**config.mk**
```make
export PLATFORM = sky130hd
export DESIGN_NAME = layer_sched_flat
export DESIGN_NICKNAME = d
export VERILOG_FILES = /design/src/rtl/layer_sched_pkg.sv /design/src/rtl/layer_sched_if.sv /design/src/rtl/layer_sched_dram_port_mux.sv /design/src/rtl/layer_sched.sv /design/src/flat_wrapper.sv
export SDC_FILE = /design/constraint.sdc
export NUM_CORES = 1
export LEC_CHECK = 0
export CAP_MARGIN = 10
export CORE_AREA = 2 2 116 118
export CTS_CLUSTER_DIAMETER = 150
export DETAILED_ROUTE_END_ITERATION = 6
export DIE_AREA = 0 0 118 120
export PLACE_DENSITY_LB_ADDON = 0.1
export SLEW_MARGIN = 20
export SYNTH_ARGS = -nofsm -noshare
export SYNTH_HDL_FRONTEND = slang
export SYNTH_SLANG_ARGS = --single-unit
```
**constraint.sdc**
```tcl
create_clock -name clk -period 2.6 [get_ports clk]
set_input_delay 0.52 -clock clk [delete_from_list [all_inputs] [get_ports clk]]
set_output_delay 0.52 -clock clk [all_outputs]
set_load 0.005 [all_outputs]
```
**src/rtl/layer_sched_pkg.sv**
```systemverilog
// Shared definitions for the layer scheduler: opcodes, engine indices and
// the one-hot sequencer state encoding.
package layer_sched_pkg;

    typedef enum logic [1:0] {
        OP_END  = 2'd0,
        OP_CONV = 2'd1,
        OP_POOL = 2'd2,
        OP_RELU = 2'd3
    } op_e;

    localparam int unsigned ENG_CONV = 0;
    localparam int unsigned ENG_POOL = 1;
    localparam int unsigned ENG_RELU = 2;

    typedef enum logic [5:0] {
        ST_IDLE   = 6'b000001,
        ST_LAUNCH = 6'b000010,
        ST_RUN    = 6'b000100,
        ST_DRAIN  = 6'b001000,
        ST_NEXT   = 6'b010000,
        ST_FIN    = 6'b100000
    } state_e;

    function automatic int unsigned op_to_eng(input op_e op);
        case (op)
            OP_CONV: return ENG_CONV;
            OP_POOL: return ENG_POOL;
            OP_RELU: return ENG_RELU;
            default: return ENG_CONV;
        endcase
    endfunction

endpackage

```
**src/rtl/layer_sched_if.sv**
```systemverilog
// Control, engine and DRAM signal bundle around the layer scheduler.
// master = host/engine side, slave = the scheduler itself.
interface layer_sched_if #(
    parameter int unsigned DATA_WIDTH = 32,
    parameter int unsigned ADDR_WIDTH = 18,
    parameter int unsigned NUM_ENG    = 3,
    parameter int unsigned PROG_DEPTH = 8
);
    localparam int unsigned IDX_W = $clog2(PROG_DEPTH);

    logic                          start;
    logic                          prog_we;
    logic [IDX_W-1:0]              prog_addr;
    logic [1:0]                    prog_op;
    logic                          busy;
    logic                          done;
    logic                          err;
    logic [IDX_W-1:0]              layer_idx;
    logic [NUM_ENG-1:0]            eng_enable;
    logic [NUM_ENG-1:0]            eng_done;
    logic [NUM_ENG*ADDR_WIDTH-1:0] eng_addr_in;
    logic [NUM_ENG*ADDR_WIDTH-1:0] eng_addr_out;
    logic [NUM_ENG*DATA_WIDTH-1:0] eng_data_out;
    logic [NUM_ENG-1:0]            eng_en_rd;
    logic [NUM_ENG-1:0]            eng_en_wr;
    logic [ADDR_WIDTH-1:0]         dram_addr_rd;
    logic [ADDR_WIDTH-1:0]         dram_addr_wr;
    logic [DATA_WIDTH-1:0]         dram_data_wr;
    logic                          dram_en_rd;
    logic                          dram_en_wr;

    modport master (
        output start, prog_we, prog_addr, prog_op,
        output eng_done, eng_addr_in, eng_addr_out, eng_data_out, eng_en_rd, eng_en_wr,
        input  busy, done, err, layer_idx, eng_enable,
        input  dram_addr_rd, dram_addr_wr, dram_data_wr, dram_en_rd, dram_en_wr
    );

    modport slave (
        input  start, prog_we, prog_addr, prog_op,
        input  eng_done, eng_addr_in, eng_addr_out, eng_data_out, eng_en_rd, eng_en_wr,
        output busy, done, err, layer_idx, eng_enable,
        output dram_addr_rd, dram_addr_wr, dram_data_wr, dram_en_rd, dram_en_wr
    );

endinterface

```
**src/rtl/layer_sched_dram_port_mux.sv**
```systemverilog
// Grant-indexed mux from the per-engine DRAM request slices onto the single
// DRAM port; everything reads zero when no grant is active.
module dram_port_mux #(
    parameter int unsigned NUM_ENG    = 3,
    parameter int unsigned DATA_WIDTH = 32,
    parameter int unsigned ADDR_WIDTH = 18,
    parameter int unsigned GRANT_W    = (NUM_ENG > 1) ? $clog2(NUM_ENG) : 1
) (
    input  logic                          i_active,
    input  logic [GRANT_W-1:0]            i_grant,
    input  logic [NUM_ENG*ADDR_WIDTH-1:0] i_addr_in,
    input  logic [NUM_ENG*ADDR_WIDTH-1:0] i_addr_out,
    input  logic [NUM_ENG*DATA_WIDTH-1:0] i_data_out,
    input  logic [NUM_ENG-1:0]            i_en_rd,
    input  logic [NUM_ENG-1:0]            i_en_wr,
    output logic [ADDR_WIDTH-1:0]         o_addr_rd,
    output logic [ADDR_WIDTH-1:0]         o_addr_wr,
    output logic [DATA_WIDTH-1:0]         o_data_wr,
    output logic                          o_en_rd,
    output logic                          o_en_wr
);

    always_comb begin
        o_addr_rd = '0;
        o_addr_wr = '0;
        o_data_wr = '0;
        o_en_rd   = 1'b0;
        o_en_wr   = 1'b0;
        for (int unsigned i = 0; i < NUM_ENG; i++) begin
            if (i_active && (i_grant == GRANT_W'(i))) begin
                o_addr_rd = i_addr_in[i*ADDR_WIDTH +: ADDR_WIDTH];
                o_addr_wr = i_addr_out[i*ADDR_WIDTH +: ADDR_WIDTH];
                o_data_wr = i_data_out[i*DATA_WIDTH +: DATA_WIDTH];
                o_en_rd   = i_en_rd[i];
                o_en_wr   = i_en_wr[i];
            end
        end
    end

endmodule

```
**src/rtl/layer_sched.sv**
```systemverilog
// Network-level sequencer: walks a small layer program, pulses one engine
// enable per layer, waits for its done and owns the shared DRAM port.
module layer_sched #(
    parameter int unsigned DATA_WIDTH  = 32,
    parameter int unsigned ADDR_WIDTH  = 18,
    parameter int unsigned NUM_ENG     = 3,
    parameter int unsigned PROG_DEPTH  = 8,
    parameter int unsigned TIMEOUT_CYC = 2**20
) (
    input  logic          clk,
    input  logic          srst,
    layer_sched_if.slave  bus
);
    import layer_sched_pkg::*;

    localparam int unsigned IDX_W   = $clog2(PROG_DEPTH);
    localparam int unsigned GRANT_W = (NUM_ENG > 1) ? $clog2(NUM_ENG) : 1;
    localparam int unsigned CNT_W   = $clog2(TIMEOUT_CYC);

    state_e             r_state;
    state_e             w_state_nxt;
    op_e                r_prog [PROG_DEPTH];
    logic [IDX_W-1:0]   r_layer_idx;
    logic [GRANT_W-1:0] r_grant;
    logic [CNT_W-1:0]   r_cnt;
    logic               r_err;
    op_e                w_op;
    logic               w_grant_done;
    logic               w_timeout;
    logic               w_active;
    logic               w_last_entry;

    assign w_op         = r_prog[r_layer_idx];
    assign w_timeout    = (r_cnt == CNT_W'(TIMEOUT_CYC - 1));
    assign w_active     = (r_state == ST_LAUNCH) || (r_state == ST_RUN) || (r_state == ST_DRAIN);
    assign w_last_entry = (r_layer_idx == IDX_W'(PROG_DEPTH - 1));

    // Only the granted engine's done pulse is visible to the sequencer.
    always_comb begin
        w_grant_done = 1'b0;
        for (int unsigned i = 0; i < NUM_ENG; i++) begin
            if (r_grant == GRANT_W'(i)) begin
                w_grant_done = bus.eng_done[i];
            end
        end
    end

    always_comb begin
        w_state_nxt    = r_state;
        bus.busy       = (r_state != ST_IDLE);
        bus.done       = (r_state == ST_FIN);
        bus.eng_enable = '0;
        for (int unsigned i = 0; i < NUM_ENG; i++) begin
            bus.eng_enable[i] = (r_state == ST_LAUNCH) && (r_grant == GRANT_W'(i));
        end
        case (r_state)
            ST_IDLE:   if (bus.start) w_state_nxt = ST_NEXT;
            ST_NEXT:   w_state_nxt = (w_op == OP_END) ? ST_FIN : ST_LAUNCH;
            ST_LAUNCH: w_state_nxt = ST_RUN;
            ST_RUN: begin
                if (w_grant_done) begin
                    w_state_nxt = ST_DRAIN;
                end else if (w_timeout) begin
                    w_state_nxt = ST_IDLE;
                end
            end
            ST_DRAIN:  w_state_nxt = w_last_entry ? ST_FIN : ST_NEXT;
            ST_FIN:    w_state_nxt = ST_IDLE;
            default:   w_state_nxt = ST_IDLE;
        endcase
    end

    always_ff @(posedge clk) begin
        if (srst) begin
            r_state     <= ST_IDLE;
            r_layer_idx <= '0;
            r_grant     <= '0;
            r_cnt       <= '0;
            r_err       <= 1'b0;
        end else begin
            r_state <= w_state_nxt;
            case (r_state)
                ST_IDLE: begin
                    if (bus.start) begin
                        r_err       <= 1'b0;
                        r_layer_idx <= '0;
                    end
                end
                ST_NEXT: begin
                    if (w_op != OP_END) begin
                        r_grant <= GRANT_W'(op_to_eng(w_op));
                    end
                end
                ST_LAUNCH: r_cnt <= '0;
                ST_RUN: begin
                    r_cnt <= r_cnt + 1'b1;
                    if (!w_grant_done && w_timeout) begin
                        r_err <= 1'b1;
                    end
                end
                ST_DRAIN: begin
                    if (!w_last_entry) begin
                        r_layer_idx <= r_layer_idx + 1'b1;
                    end
                end
                default: ;
            endcase
        end
    end

    // Program writes land in IDLE only, so a same-cycle start sees the new entry.
    always_ff @(posedge clk) begin
        if (srst) begin
            for (int unsigned i = 0; i < PROG_DEPTH; i++) begin
                r_prog[i] <= OP_END;
            end
        end else if ((r_state == ST_IDLE) && bus.prog_we) begin
            r_prog[bus.prog_addr] <= op_e'(bus.prog_op);
        end
    end

    assign bus.err       = r_err;
    assign bus.layer_idx = r_layer_idx;

    dram_port_mux #(
        .NUM_ENG    (NUM_ENG),
        .DATA_WIDTH (DATA_WIDTH),
        .ADDR_WIDTH (ADDR_WIDTH),
        .GRANT_W    (GRANT_W)
    ) u_dram_port_mux (
        .i_active   (w_active),
        .i_grant    (r_grant),
        .i_addr_in  (bus.eng_addr_in),
        .i_addr_out (bus.eng_addr_out),
        .i_data_out (bus.eng_data_out),
        .i_en_rd    (bus.eng_en_rd),
        .i_en_wr    (bus.eng_en_wr),
        .o_addr_rd  (bus.dram_addr_rd),
        .o_addr_wr  (bus.dram_addr_wr),
        .o_data_wr  (bus.dram_data_wr),
        .o_en_rd    (bus.dram_en_rd),
        .o_en_wr    (bus.dram_en_wr)
    );

endmodule

```
**src/flat_wrapper.sv**
```systemverilog
// flat-port wrapper written by rule: the top's interface ports become plain ports
module layer_sched_flat import layer_sched_pkg::*;
#(
    parameter int unsigned DATA_WIDTH  = 32,
    parameter int unsigned ADDR_WIDTH  = 18,
    parameter int unsigned NUM_ENG     = 3,
    parameter int unsigned PROG_DEPTH  = 8,
    parameter int unsigned TIMEOUT_CYC = 2**20
)
  (clk, srst, bus_start, bus_prog_we, bus_prog_addr, bus_prog_op, bus_eng_done, bus_eng_addr_in, bus_eng_addr_out, bus_eng_data_out, bus_eng_en_rd, bus_eng_en_wr, bus_busy, bus_done, bus_err, bus_layer_idx, bus_eng_enable, bus_dram_addr_rd, bus_dram_addr_wr, bus_dram_data_wr, bus_dram_en_rd, bus_dram_en_wr);
  layer_sched_if #(.DATA_WIDTH(DATA_WIDTH), .ADDR_WIDTH(ADDR_WIDTH), .NUM_ENG(NUM_ENG), .PROG_DEPTH(PROG_DEPTH)) bus_i ();
  input  logic clk;
  input  logic srst;
  input wire logic [$bits(bus_i.start)-1:0] bus_start;
  input wire logic [$bits(bus_i.prog_we)-1:0] bus_prog_we;
  input wire logic [$bits(bus_i.prog_addr)-1:0] bus_prog_addr;
  input wire logic [$bits(bus_i.prog_op)-1:0] bus_prog_op;
  input wire logic [$bits(bus_i.eng_done)-1:0] bus_eng_done;
  input wire logic [$bits(bus_i.eng_addr_in)-1:0] bus_eng_addr_in;
  input wire logic [$bits(bus_i.eng_addr_out)-1:0] bus_eng_addr_out;
  input wire logic [$bits(bus_i.eng_data_out)-1:0] bus_eng_data_out;
  input wire logic [$bits(bus_i.eng_en_rd)-1:0] bus_eng_en_rd;
  input wire logic [$bits(bus_i.eng_en_wr)-1:0] bus_eng_en_wr;
  output wire logic [$bits(bus_i.busy)-1:0] bus_busy;
  output wire logic [$bits(bus_i.done)-1:0] bus_done;
  output wire logic [$bits(bus_i.err)-1:0] bus_err;
  output wire logic [$bits(bus_i.layer_idx)-1:0] bus_layer_idx;
  output wire logic [$bits(bus_i.eng_enable)-1:0] bus_eng_enable;
  output wire logic [$bits(bus_i.dram_addr_rd)-1:0] bus_dram_addr_rd;
  output wire logic [$bits(bus_i.dram_addr_wr)-1:0] bus_dram_addr_wr;
  output wire logic [$bits(bus_i.dram_data_wr)-1:0] bus_dram_data_wr;
  output wire logic [$bits(bus_i.dram_en_rd)-1:0] bus_dram_en_rd;
  output wire logic [$bits(bus_i.dram_en_wr)-1:0] bus_dram_en_wr;
  assign bus_i.start = bus_start;
  assign bus_i.prog_we = bus_prog_we;
  assign bus_i.prog_addr = bus_prog_addr;
  assign bus_i.prog_op = bus_prog_op;
  assign bus_i.eng_done = bus_eng_done;
  assign bus_i.eng_addr_in = bus_eng_addr_in;
  assign bus_i.eng_addr_out = bus_eng_addr_out;
  assign bus_i.eng_data_out = bus_eng_data_out;
  assign bus_i.eng_en_rd = bus_eng_en_rd;
  assign bus_i.eng_en_wr = bus_eng_en_wr;
  assign bus_busy = bus_i.busy;
  assign bus_done = bus_i.done;
  assign bus_err = bus_i.err;
  assign bus_layer_idx = bus_i.layer_idx;
  assign bus_eng_enable = bus_i.eng_enable;
  assign bus_dram_addr_rd = bus_i.dram_addr_rd;
  assign bus_dram_addr_wr = bus_i.dram_addr_wr;
  assign bus_dram_data_wr = bus_i.dram_data_wr;
  assign bus_dram_en_rd = bus_i.dram_en_rd;
  assign bus_dram_en_wr = bus_i.dram_en_wr;
  layer_sched #(.DATA_WIDTH(DATA_WIDTH), .ADDR_WIDTH(ADDR_WIDTH), .NUM_ENG(NUM_ENG), .PROG_DEPTH(PROG_DEPTH), .TIMEOUT_CYC(TIMEOUT_CYC)) u_core (.clk(clk), .srst(srst), .bus(bus_i));
endmodule
```
==> results.txt, run 1 <==
* Endpoint, Worst Hold: u_core.bus.err
- After detailed placement, the design holds a cell count of 1034.
* Sequential-to-total area share from yosys stat: 27.73%
- DRT Pass-1 Iters: 5
- Async set-or-reset flop fraction in the synthesized netlist: 0%
- The count of final hold-check violations came to 0.
* Worst Setup Slack, final: 0.01327 ns
- Clock root buffer: clkbuf_16
- The core region is 12980 um2.
* Hold crit path type: reg2reg
- Initial core utilization: 32.81%
* Hold buffer count at cts: 0
- The worst pin sits at a relative slew slack of 50.70%.
- Synthesis inferred 51 register bits.
- Setup Slack @ Placement: 0.07175 ns
- HPWL after detailed placement: 17380 um
- Largest buffer count on any clock path: 2
* Peak clock frequency supported by timing: 0.3866 GHz
* Ys Warns: 0
- The detail route stage leaves a number of antenna-violating nets equal to 0.
- The first global-routing pass estimated 32290 um of wire.
- Largest vdd supply drop: 0.3832 mV
- Total CTS buffers: 5
- Post-route clock skew: 0.005520 ns
- Portion of synthesized cell area occupied by the leading cell type: 17.16%
- Max-slew violation total from the final report: 0
* FF-to-FF End: u_core.r_cnt[17]
- In the routed design, unresolved DRC markers number 0.
* Worst path slowest cell: clkdlybuf4s50_1
* GRT Overall Usage: 29.36%
- Logic depth of the worst register-to-register path: 4
* Die boundary width: 118 um
* Unrepaired setup endpoints after global routing: true
- Summed over all instances, the cell type with the most area after synthesis is mux2i_1.
- Via count: 5644
- In the final routed layout, each cell accounts on average for 20.82 um.
- For this block, the initial DRC count from the detailed router was 441.
* Status: finished, final reports clean
- For this run, the slowest stage of the critical path takes 0.55 ns.
- Number of flops mapped to enable cells by yosys: 16
* Per-instance average area after synthesis: 7.343 um2
* P&R area growth vs syn: 85.58%
- The number of global-route vias before repair came to 5415.
- Crit-path max FO: 71
- The initial antenna violation count was 4.
- TritonCTS built the clock tree.
- After layout, the worst path uses 99.49% of the clock period.
- For this design the static power due to leakage is 2.948 nW.
- Top area cells in the synthesized netlist: mux2i_1, dfxtp_1, nor2_1, edfxtp_1, a21oi_1
* Cell Area, Synth: 4259 um2
* Worst setup SP type: flop
* Final setup vio count: 0
* Count of unique library cells instantiated by Yosys: 51
- After floorplanning, the core was divided into 42 placement rows.
* Syn_nets: 805
- After global routing the overflow that remains totals 0.
- Vias per cell: 5.350
- The tree built by TritonCTS fans out to 51 sinks.
- Prevailing post-synth register cell: dfxtp_1
- Final Critical Period: 2.587 ns
* Final non-filler cell total: 1055
- The layout has 1203 filler cells.
- Pin count of the biggest net entering global routing: 72
- Traced cell by cell, the critical path runs through xor2_1 > o211ai_1 > clkbuf_16 > nor2_2 > clkdlybuf4s50_1.
* Worst Hold Slack: 0.4731 ns
* Fin nets: 1100
* Total power divided by cell area: 290.1 nW/um2
* Final core area utilization: 60.89%
- The setup check on the worst reg-to-reg path leaves a slack of 0.24 ns.
- Crit path capture type: primary output
- Clock-pin slew was measured on the worst setup and hold paths at 0.07 ns.
* Routed wire length: 21960 um
- Port Buffer Count: 300
* Gate count of the mapped netlist: 580
- The startpoint identified for the worst register-to-register timing path is u_core.r_state[0].
- STA puts the critical path data arrival time at 2.07 ns.
- Counting instances, the worst hold path has a depth of 2.
- For this design the top-level I/O count stands at 301.
- Slew of the pin with the lowest slew margin: 0.7328 ns
- Layout cell share with drive strength beyond 1: 7.306%
- Insertion delay of the later-clocked pin in the worst-skew pair: 0.29 ns
- Worst Path Required: 2.08 ns
- The H-tree generated during clock tree synthesis spans 2 levels.
* Overall power consumption: 2.293 mW
* Area of the die: 14160 um2
- Number of violations of the max-capacitance limit: 0
- In this run the most critical hold path is launched from u_core.bus.err.
* Kind of critical path: reg2out
- The die is 120 um tall.
- RD Place Congestion: 1.125
where the power goes:
group          internal (mW)  switching [mW]  leakage (nW)
combinational          0.468           0.301          2.42
sequential             0.840          0.0171         0.451
clock                  0.362           0.304        0.0746
total                   1.67           0.622          2.95
what timing repair did:
action	4_1_cts	5_1_grt
setup buffers	3	6
endpoints found under the setup margin	31	68
resized for setup	2	25
gates cloned	0	1
cells in the mapped netlist (all sizes together) (3+ instances only):
cell,instances
dfxtp,35
o41ai,4
nor2b,8
o31ai,4
mux2i,73
or2,3
nand3,10
nor3,13
mux4,4
a21oi,92
a22oi,4
or3,7
ha,3
nand4,7
o211ai,5
nand2,15
inv,7
nand2b,3
nor3b,4
or4,10
and3,3
clkbuf,36
nor4,5
buf,8
edfxtp,16
o21ai,11
a211oi,3
o311ai,5
nor2,159
cells in the final DEF (no fill, tap or decap), types with 11 or more instances in the layout:
cell,synthesis,final
dfxtp_1,35,31
clkdlybuf4s50_1,0,287
nor2_1,159,157
edfxtp_1,16,16
o21ai_0,11,11
buf_4,0,21
nor3_1,13,12
mux2i_1,73,72
a21oi_1,92,89
nand2_1,15,15
dlymetal6s2s_1,0,13
final cells by class:
class                      instances  area, um2  area share [%]
multi-input combinational        478       2917           36.90
inverter                           7      26.28          0.3324
timing repair buffer             332       3397           42.98
tap                              176      220.2           2.786
clock buffer                       5      125.1           1.583
antenna                            3      7.507         0.09498
sequential                        51       1189           15.04
clock inverter                     3      22.52          0.2849
flip-flops by register name, indices dropped and copies added, names as in the netlist, named ones only:
name,cells
u_core.r_state,6
u_core.r_prog,16
u_core.r_cnt,20
u_core.bus.err,1
u_core.r_grant,2
u_core.bus.layer_idx,3
worst max-delay path, delay by kind of cell, from the launching register on:
kind / cells / cell delay [ns]
compound gates: 1 / 0.12
xor+xnor: 1 / 0.17
buf+inv: 2 / 0.81
flops: 1 / 0.40
simple gates: 1 / 0.21
per-stage QoR:
stage / area [um2] / TNS [ns]
2_1_floorplan: 4259 / 0
5_1_grt: 7899 / -0.3676
4_1_cts: 7740 / -0.07050
3_3_place_gp: 7548 / 0
6_report: 7904 / 0
3_5_place_dp: 7548 / 0
cell families after synthesis:
logic type	after synthesis	share of synthesized area (%)
xor+xnor	2	0.4114
compound gates	137	18.65
mux	77	19.27
buf+inv	51	4.700
fa+ha+maj	3	0.8814
simple gates	259	28.35
flops	51	27.73
metal layers:
metal  global-route usage (%)  vias up  wire length [um]
li1                         -     2677                 -
met1                    37.60     2693              9438
met2                    51.05      253             10640
met3                    7.224       19              1603
met4                    4.367        2               267
met5                        0        -                13
worst max-delay path by stage:
stage,from,endpoint
floorplan,u_core.r_state[2],u_core.r_prog[0][0]
detailed placement,bus_eng_addr_out[28],bus_dram_addr_wr[10]
finish,u_core.r_state[2],bus_dram_en_wr
global route,u_core.r_state[1],bus_dram_en_wr
global placement,bus_eng_addr_out[28],bus_dram_addr_wr[10]
CTS,u_core.r_state[1],bus_dram_en_wr
(Power assumes the default switching activity.)
==> run 2: changes to the inputs <==
--- a/config.mk
+++ b/config.mk
@@ -5,12 +5,15 @@
 export SDC_FILE = /design/constraint.sdc
 export NUM_CORES = 1
 export LEC_CHECK = 0
+export ABC_AREA = 1
+export ABC_CLOCK_PERIOD_IN_PS = 2600
 export CAP_MARGIN = 10
-export CORE_AREA = 2 2 116 118
+export CORE_AREA = 2 2 117 119
 export CTS_CLUSTER_DIAMETER = 150
 export DETAILED_ROUTE_END_ITERATION = 6
-export DIE_AREA = 0 0 118 120
+export DIE_AREA = 0 0 119 121
 export PLACE_DENSITY_LB_ADDON = 0.1
+export REMOVE_ABC_BUFFERS = 1
 export SLEW_MARGIN = 20
 export SYNTH_ARGS = -nofsm -noshare
 export SYNTH_HDL_FRONTEND = slang
==> results.txt, run 2 <==
- Vias per cell: 4.730
- Number of placement rows: 42
- First DRT Iteration DRCs: 482
- On the final layout, the worst clock skew is 0.003911 ns.
- Most common library cell in the layout ignoring fill and taps: nand2_1
- Number of global-route vias before repair: 5453
* Final hold violations: 0
* Clock root buffer: clkbuf_16
- Cell Area, Synth: 4035 um2
* Largest registers ranked by flip-flop count: u_core.r_cnt x20, u_core.r_prog x16, u_core.r_state x6
- 301 I/O pins were placed.
* Slew of the pin with the lowest slew margin: 0.5255 ns
* Startpoint of the most critical register-to-register path: u_core.r_state[1]
- In the layout the commonest cells are nand2_1, clkdlybuf4s50_1, nand3_1.
- The critical path starts at u_core.r_state[4].
- Max FFs per register: 20
- Cells with a size suffix above 1 make up 12.55% of the layout.
* Count of unique library cells instantiated by Yosys: 25
* Antenna violations before repair: 0
- Counting every instance in the synthesized netlist gives 716.
- The floorplan step set the die width to 119 um.
* Insertion delay of the later-clocked pin in the worst-skew pair: 0.29 ns
- Cell taking the most area after synthesis: nand2_1
* Core footprint: 13090 um2
- Number of fill cells in the layout: 1270
* Area of combinational cells with multiple inputs: 2530 um2
- Once detail routing completed, the nets flagged for antenna violations numbered 0.
- For this run, the post-layout net count is 1276.
* CTS Sinks: 51
- Hold crit path type: reg2reg
* Worst Path Required: 2.08 ns
- STA classifies the critical path endpoint as a primary output.
- Count leader, synth: nand2_1
* Largest vdd supply drop: 0.3210 mV
* Number of flops mapped to enable cells by yosys: 16
- Status: finished, final reports clean
* Critical path arrival: 2.01 ns
- Total grt overflow: 0
- Among all flip-flop cells after synthesis, the most frequent one is dfxtp_1.
- The commonest cells after synthesis are nand2_1, nand3_1, inv_1, nor2_1, dfxtp_1.
- Initial core utilization: 30.84%
- The worst path needs 2.535 ns of the cycle, external delays included.
- In the final timing run, aggregate negative setup slack is 0 ns.
* Number of violations of the max-capacitance limit: 0
- The H-tree was split into 2 levels.
* Per-instance average area after synthesis: 5.636 um2
- By startpoint and endpoint, the worst setup path is classified as reg2out.
- The first TritonRoute pass finished after 5 iterations.
- The worst setup path is launched from a flop.
- Routability-driven placement finished with a final weighted congestion of 0.9295.
- The final critical path takes up 97.50% of the cycle.
- Worst slew slack as a fraction of its limit: 64.84%
* Unrepaired setup endpoints after global routing: true
- Total power divided by cell area: 303.7 nW/um2
* Detailed-route DRC error count: 0
* Via count: 5808
* Clock-pin slew of the registers on the worst-case setup and hold paths: 0.07 ns
* Global Route met2 Usage: 48.20%
* Largest buffer count on any clock path: 2
- The worst hold path begins at u_core.bus.err.
* Peak clock frequency supported by timing: 0.3945 GHz
- Number of inserted diodes: 0
- Final setup vio count: 0
* Pin count of the biggest net entering global routing: 26
- Wires add up to 21360 um.
- For this run, global-route usage on met3 was measured as 7.801%.
- Summed over all cells, the static leakage comes to 4.013 nW.
* Max-slew violation total from the final report: 0
* Layer with the highest usage after global routing: met2
* Flip-flop and latch area: 1191 um2
- After synthesis, flip-flops and latches occupy 29.27% of the total area.
- Met1 usage: 34.01%
- In this run the worst path has a maximum fanout of 12.
- Total CTS buffers: 5
- Detailed placement ended at an HPWL of 16460 um.
- After synthesis, the cell types taking the most area are nand2_1, dfxtp_1, nand3_1, edfxtp_1, inv_1.
- After synthesis the netlist holds a flip-flop and latch count of 51.
- Compared with the post-synthesis result, the final layout area differs by 99.04%.
- Across every metal layer, demand over resource in global routing totals 28.01%.
* Wire length of the first global-routing pass: 30970 um
- The die covers 14400 um2.
- CTS tree: built
- Final non-filler cell total: 1228
- Port Buffer Count: 300
- In this run, placement finished with an instance count of 1186.
* Register with the most flip-flops: u_core.r_cnt
- Async set-or-reset flop fraction in the synthesized netlist: 0%
- Ys Warns: 0
- In this run the vertical extent of the chip is 121 um.
- After synthesis, the largest area contributor takes up 30.33% of total cell area.
* Post-DR wirelength/cell: 17.40 um
run 2: changes by cell type after synthesis, sizes merged, moves of 7 or more:
cell	delta
or4	-10
nor2	-96
buf	+16
mux2i	-73
nand3	+106
a21oi	-66
inv	+57
nor2b	-8
nand2	+312
or3	-7
clkbuf	-30
run 2: cell type report:
class	instances	area share (%)
Tap cell	176	2.742
Clock inverter	2	0.1558
Multi-Input combinational cell	571	31.50
Sequential cell	51	14.83
Timing Repair Buffer	358	45.99
Clock buffer	6	1.605
Inverter	64	3.178
run 2: routing by layer:
metal | up-vias | part of all wire, %
li1 | 2953 | -
met5 | - | 0.26
met1 | 2601 | 40
met2 | 218 | 49
met4 | 2 | 2.6
met3 | 34 | 7.7
run 2: final timing paths:
kind	end	slack [ns]	cells past startpoint
worst max register to register	u_core.r_cnt[0]	0.16	19
worst min register to register	u_core.bus.err	0.49	2
worst max-delay path	bus_dram_data_wr[5]	0.07	13
worst min-delay path	u_core.bus.err	0.49	2
run 2: where the power goes:
group / leakage [nW] / internal (mW) / switching (mW)
registers: 0.451 / 0.882 / 0.0550
clock network: 0.0630 / 0.355 / 0.285
logic: 3.50 / 0.507 / 0.356
total: 4.01 / 1.74 / 0.696
run 2: what timing repair did:
item                                    4_1_cts  5_1_grt
endpoints found under the setup margin       70       63
gates cloned                                  6        3
pin swaps                                     2        4
setup buffers                                17       11
hold buffers                                  0        0
resized for setup                            50      122
endpoints found under the hold margin         0        0
run 2: worst max-delay path, stage by stage (launching register included):
cell and delay, ns:
dfxtp_2 0.34, nor2_4 0.18, nand3_2 0.11, nand2_2 0.10, inv_2 0.05, nand2_4 0.09
nand3_2 0.11, clkinv_4 0.10, buf_4 0.12, buf_12 0.10, buf_12 0.13, nand2_1 0.06
nand3_1 0.10, dlymetal6s2s_1 0.14
run 2: cell families (layout without fill, tap and decap cells):
group / Yosys count / after routing / share of synthesized area [%]
buffers and inverters: 94 / 430 / 9.488
AO/OA/AOI/OAI: 42 / 42 / 5.519
adder cells (fa/ha/maj): 3 / 3 / 0.9303
AND/OR/NAND/NOR: 525 / 525 / 54.57
flip-flops: 51 / 51 / 29.27
XOR/XNOR: 1 / 1 / 0.2171
run 2: stage by stage:
step	power (mW)	util, %	hold slack (ns)	cell area, um2	setup WS, ns
final	2.439	61.38	0.4878	8031	0.06507
after global routing	2.575	61.38	0.5062	8031	-0.03086
after CTS	2.439	59.94	0.4949	7844	-0.1938
after detailed placement	1.772	56.23	0.4843	7358	0.02910
after global placement	1.771	56.23	0.4791	7358	0.08279
after floorplan	1.227	-	0.4418	3892	0.1207
==> run 3: changes to the inputs <==
--- a/config.mk
+++ b/config.mk
@@ -10,8 +10,10 @@
 export CAP_MARGIN = 10
 export CORE_AREA = 2 2 117 119
 export CTS_CLUSTER_DIAMETER = 150
+export CTS_CLUSTER_SIZE = 25
 export DETAILED_ROUTE_END_ITERATION = 6
 export DIE_AREA = 0 0 119 121
+export MAX_ROUTING_LAYER = met4
 export PLACE_DENSITY_LB_ADDON = 0.1
 export REMOVE_ABC_BUFFERS = 1
 export SLEW_MARGIN = 20
==> results.txt, run 3 (synthesis results as in run 2) <==
* Total power divided by cell area: 304.5 nW/um2
* Final setup vio count: 0
- Registers take 1191 um2.
* Layout cell share with drive strength beyond 1: 12.55%
* Fin nets: 1276
- Setup repair after global routing could not meet its margin everywhere.
- The worst setup path is captured at a primary output.
* Slew of the pin with the lowest slew margin: 0.5175 ns
* Post-DR wirelength/cell: 17.44 um
- After floorplanning, the core was divided into 42 placement rows.
- At the end of routability-driven placement, the weighted congestion stood at 0.9460.
* Peak clock frequency supported by timing: 0.3948 GHz
- Pin count of the biggest net entering global routing: 26
- Post-route clock skew: 0.004832 ns
* Worst Path Required: 2.08 ns
- Core footprint: 13090 um2
- Critical path arrival: 2.01 ns
* Final Critical Period: 2.533 ns
* Vias per cell: 4.723
- The register with the most flip-flops in the layout has 20 of them.
* Detailed-route DRC error count: 0
- The number of global-route vias before repair is 5452.
* First DRT Iteration DRCs: 446
- For this configuration, the core starts out at a cell density of 30.84%.
- Post-Place Cell Area: 7358 um2
- Crit-path max FO: 12
* Count of antenna-violating nets left after detailed routing: 0
- Global routing consumed, over all layers together, 28.80% of the routing resources.
* Total CTS buffers: 5
- The final-report max-slew violation count was 0.
- The initial antenna violation count is 0.
- CTS Sinks: 51
- The largest registers in the layout are u_core.r_cnt x20, u_core.r_prog x16, u_core.r_state x6.
- The worst hold path belongs to the class reg2reg.
- For this design, the CTS-stage hold fixing added 0 buffers.
- The H-tree was split into 2 levels.
- The run finished with clean final reports.
- For this block, the routed nets add up to 21420 um of wire.
- At the placement stage, the worst setup path has a slack of 0.02910 ns.
- Via count: 5800
- Worst setup SP type: flop
- Chip Height: 121 um
- Final hold violations: 0
- Wire length of the first global-routing pass: 30990 um
- Register with the most flip-flops: u_core.r_cnt
- Most common library cell in the layout ignoring fill and taps: nand2_1
* Die boundary width: 119 um
- The analysis attributes to cell leakage a power of 4.013 nW.
* DRT Pass-1 Iters: 5
* Largest buffer count on any clock path: 2
- Summing all multi-input logic gate instances after layout gives 2530 um2.
- Worst slew slack as a fraction of its limit: 65.37%
- Port Buffer Count: 300
- Once placement completed, the tool counted placed cells totaling 1186.
- Number of inserted diodes: 0
- Largest vdd supply drop: 0.3215 mV
* Kind of critical path: reg2out
- Across the run, the number of max-cap violations was 0.
- The final critical path takes up 97.42% of the cycle.
- Global routing finished with a remaining overflow of 0.
- Clock-pin slew was measured on the worst setup and hold paths at 0.07 ns.
- Setup slack closes at 0.06702 ns.
* HPWL after detailed placement: 16460 um
- Final non-filler cell total: 1228
- The later pin in the worst-skew pair is clocked with a latency of 0.29 ns.
- The tree is rooted in a clkbuf_16.
* CTS tree: built
- Relative to the synthesized area, the layout overhead comes to 99.04%.
- Summed over all failing endpoints, the final setup total negative slack is 0 ns.
- The finished cells cover 8031 um2.
- Number of fill cells in the layout: 1270
* Commonest cells after routing, fill and taps aside: nand2_1, clkdlybuf4s50_1, nand3_1
- Area of the die: 14400 um2
* Ports placed on the boundary: 301
==> run 3: cell counts in the layout (fill, tap and decap cells not counted) <==
Identical to the previous run, type by type.
==> run 3: metal layers <==
layer	global-route usage, %	vias up	part of all wire [%]
li1	-	2952	-
met1	34.13	2588	41
met2	48.06	222	49
met3	7.848	38	8.1
met4	8.482	0	2.6
met5	-	-	0
==> run 3: area by class of cell <==
cell class,count,area share [%]
repair buffers,358,45.99
clock buffers,6,1.605
clock inverters,2,0.1558
multi-input cells,571,31.50
inverters,64,3.178
well taps,176,2.742
flip-flops and latches,51,14.83
==> run 3: timing repair <==
action	CTS	global route
resized for setup	50	122
buffers inserted	17	11
pin swaps	2	4
setup endpoints to repair	70	63
gates cloned	6	3
==> run 3: per-stage QoR <==
stage          hold slack [ns]  total power [mW]  utilization, %
3_3_place_gp            0.4791             1.771           56.23
5_1_grt                 0.5064             2.577           61.38
3_5_place_dp            0.4843             1.772           56.23
2_1_floorplan           0.4418             1.227               -
6_report                0.4870             2.446           61.38
4_1_cts                 0.4949             2.439           59.94
==> run 3: final timing paths <==
path	start	to	slack [ns]	cells after the start
max	u_core.r_state[4]	bus_dram_data_wr[5]	0.07	13
min	u_core.bus.err	u_core.bus.err	0.49	2
max reg2reg	u_core.r_state[1]	u_core.r_cnt[0]	0.16	19
min reg2reg	u_core.bus.err	u_core.bus.err	0.49	2
==> run 3: power breakdown <==
group          switching, mW  internal [mW]
combinational          0.357          0.507
sequential            0.0551          0.881
clock                  0.291          0.355
total                  0.702           1.74
==> run 3: worst max-delay path, cell delays in order (launching register included) <==
cell and delay (ns):
dfxtp_2 0.34, nor2_4 0.18, nand3_2 0.11, nand2_2 0.10, inv_2 0.05, nand2_4 0.09, nand3_2 0.11, clkinv_4 0.10
buf_4 0.12, buf_12 0.10, buf_12 0.12, nand2_1 0.05, nand3_1 0.10, dlymetal6s2s_1 0.14
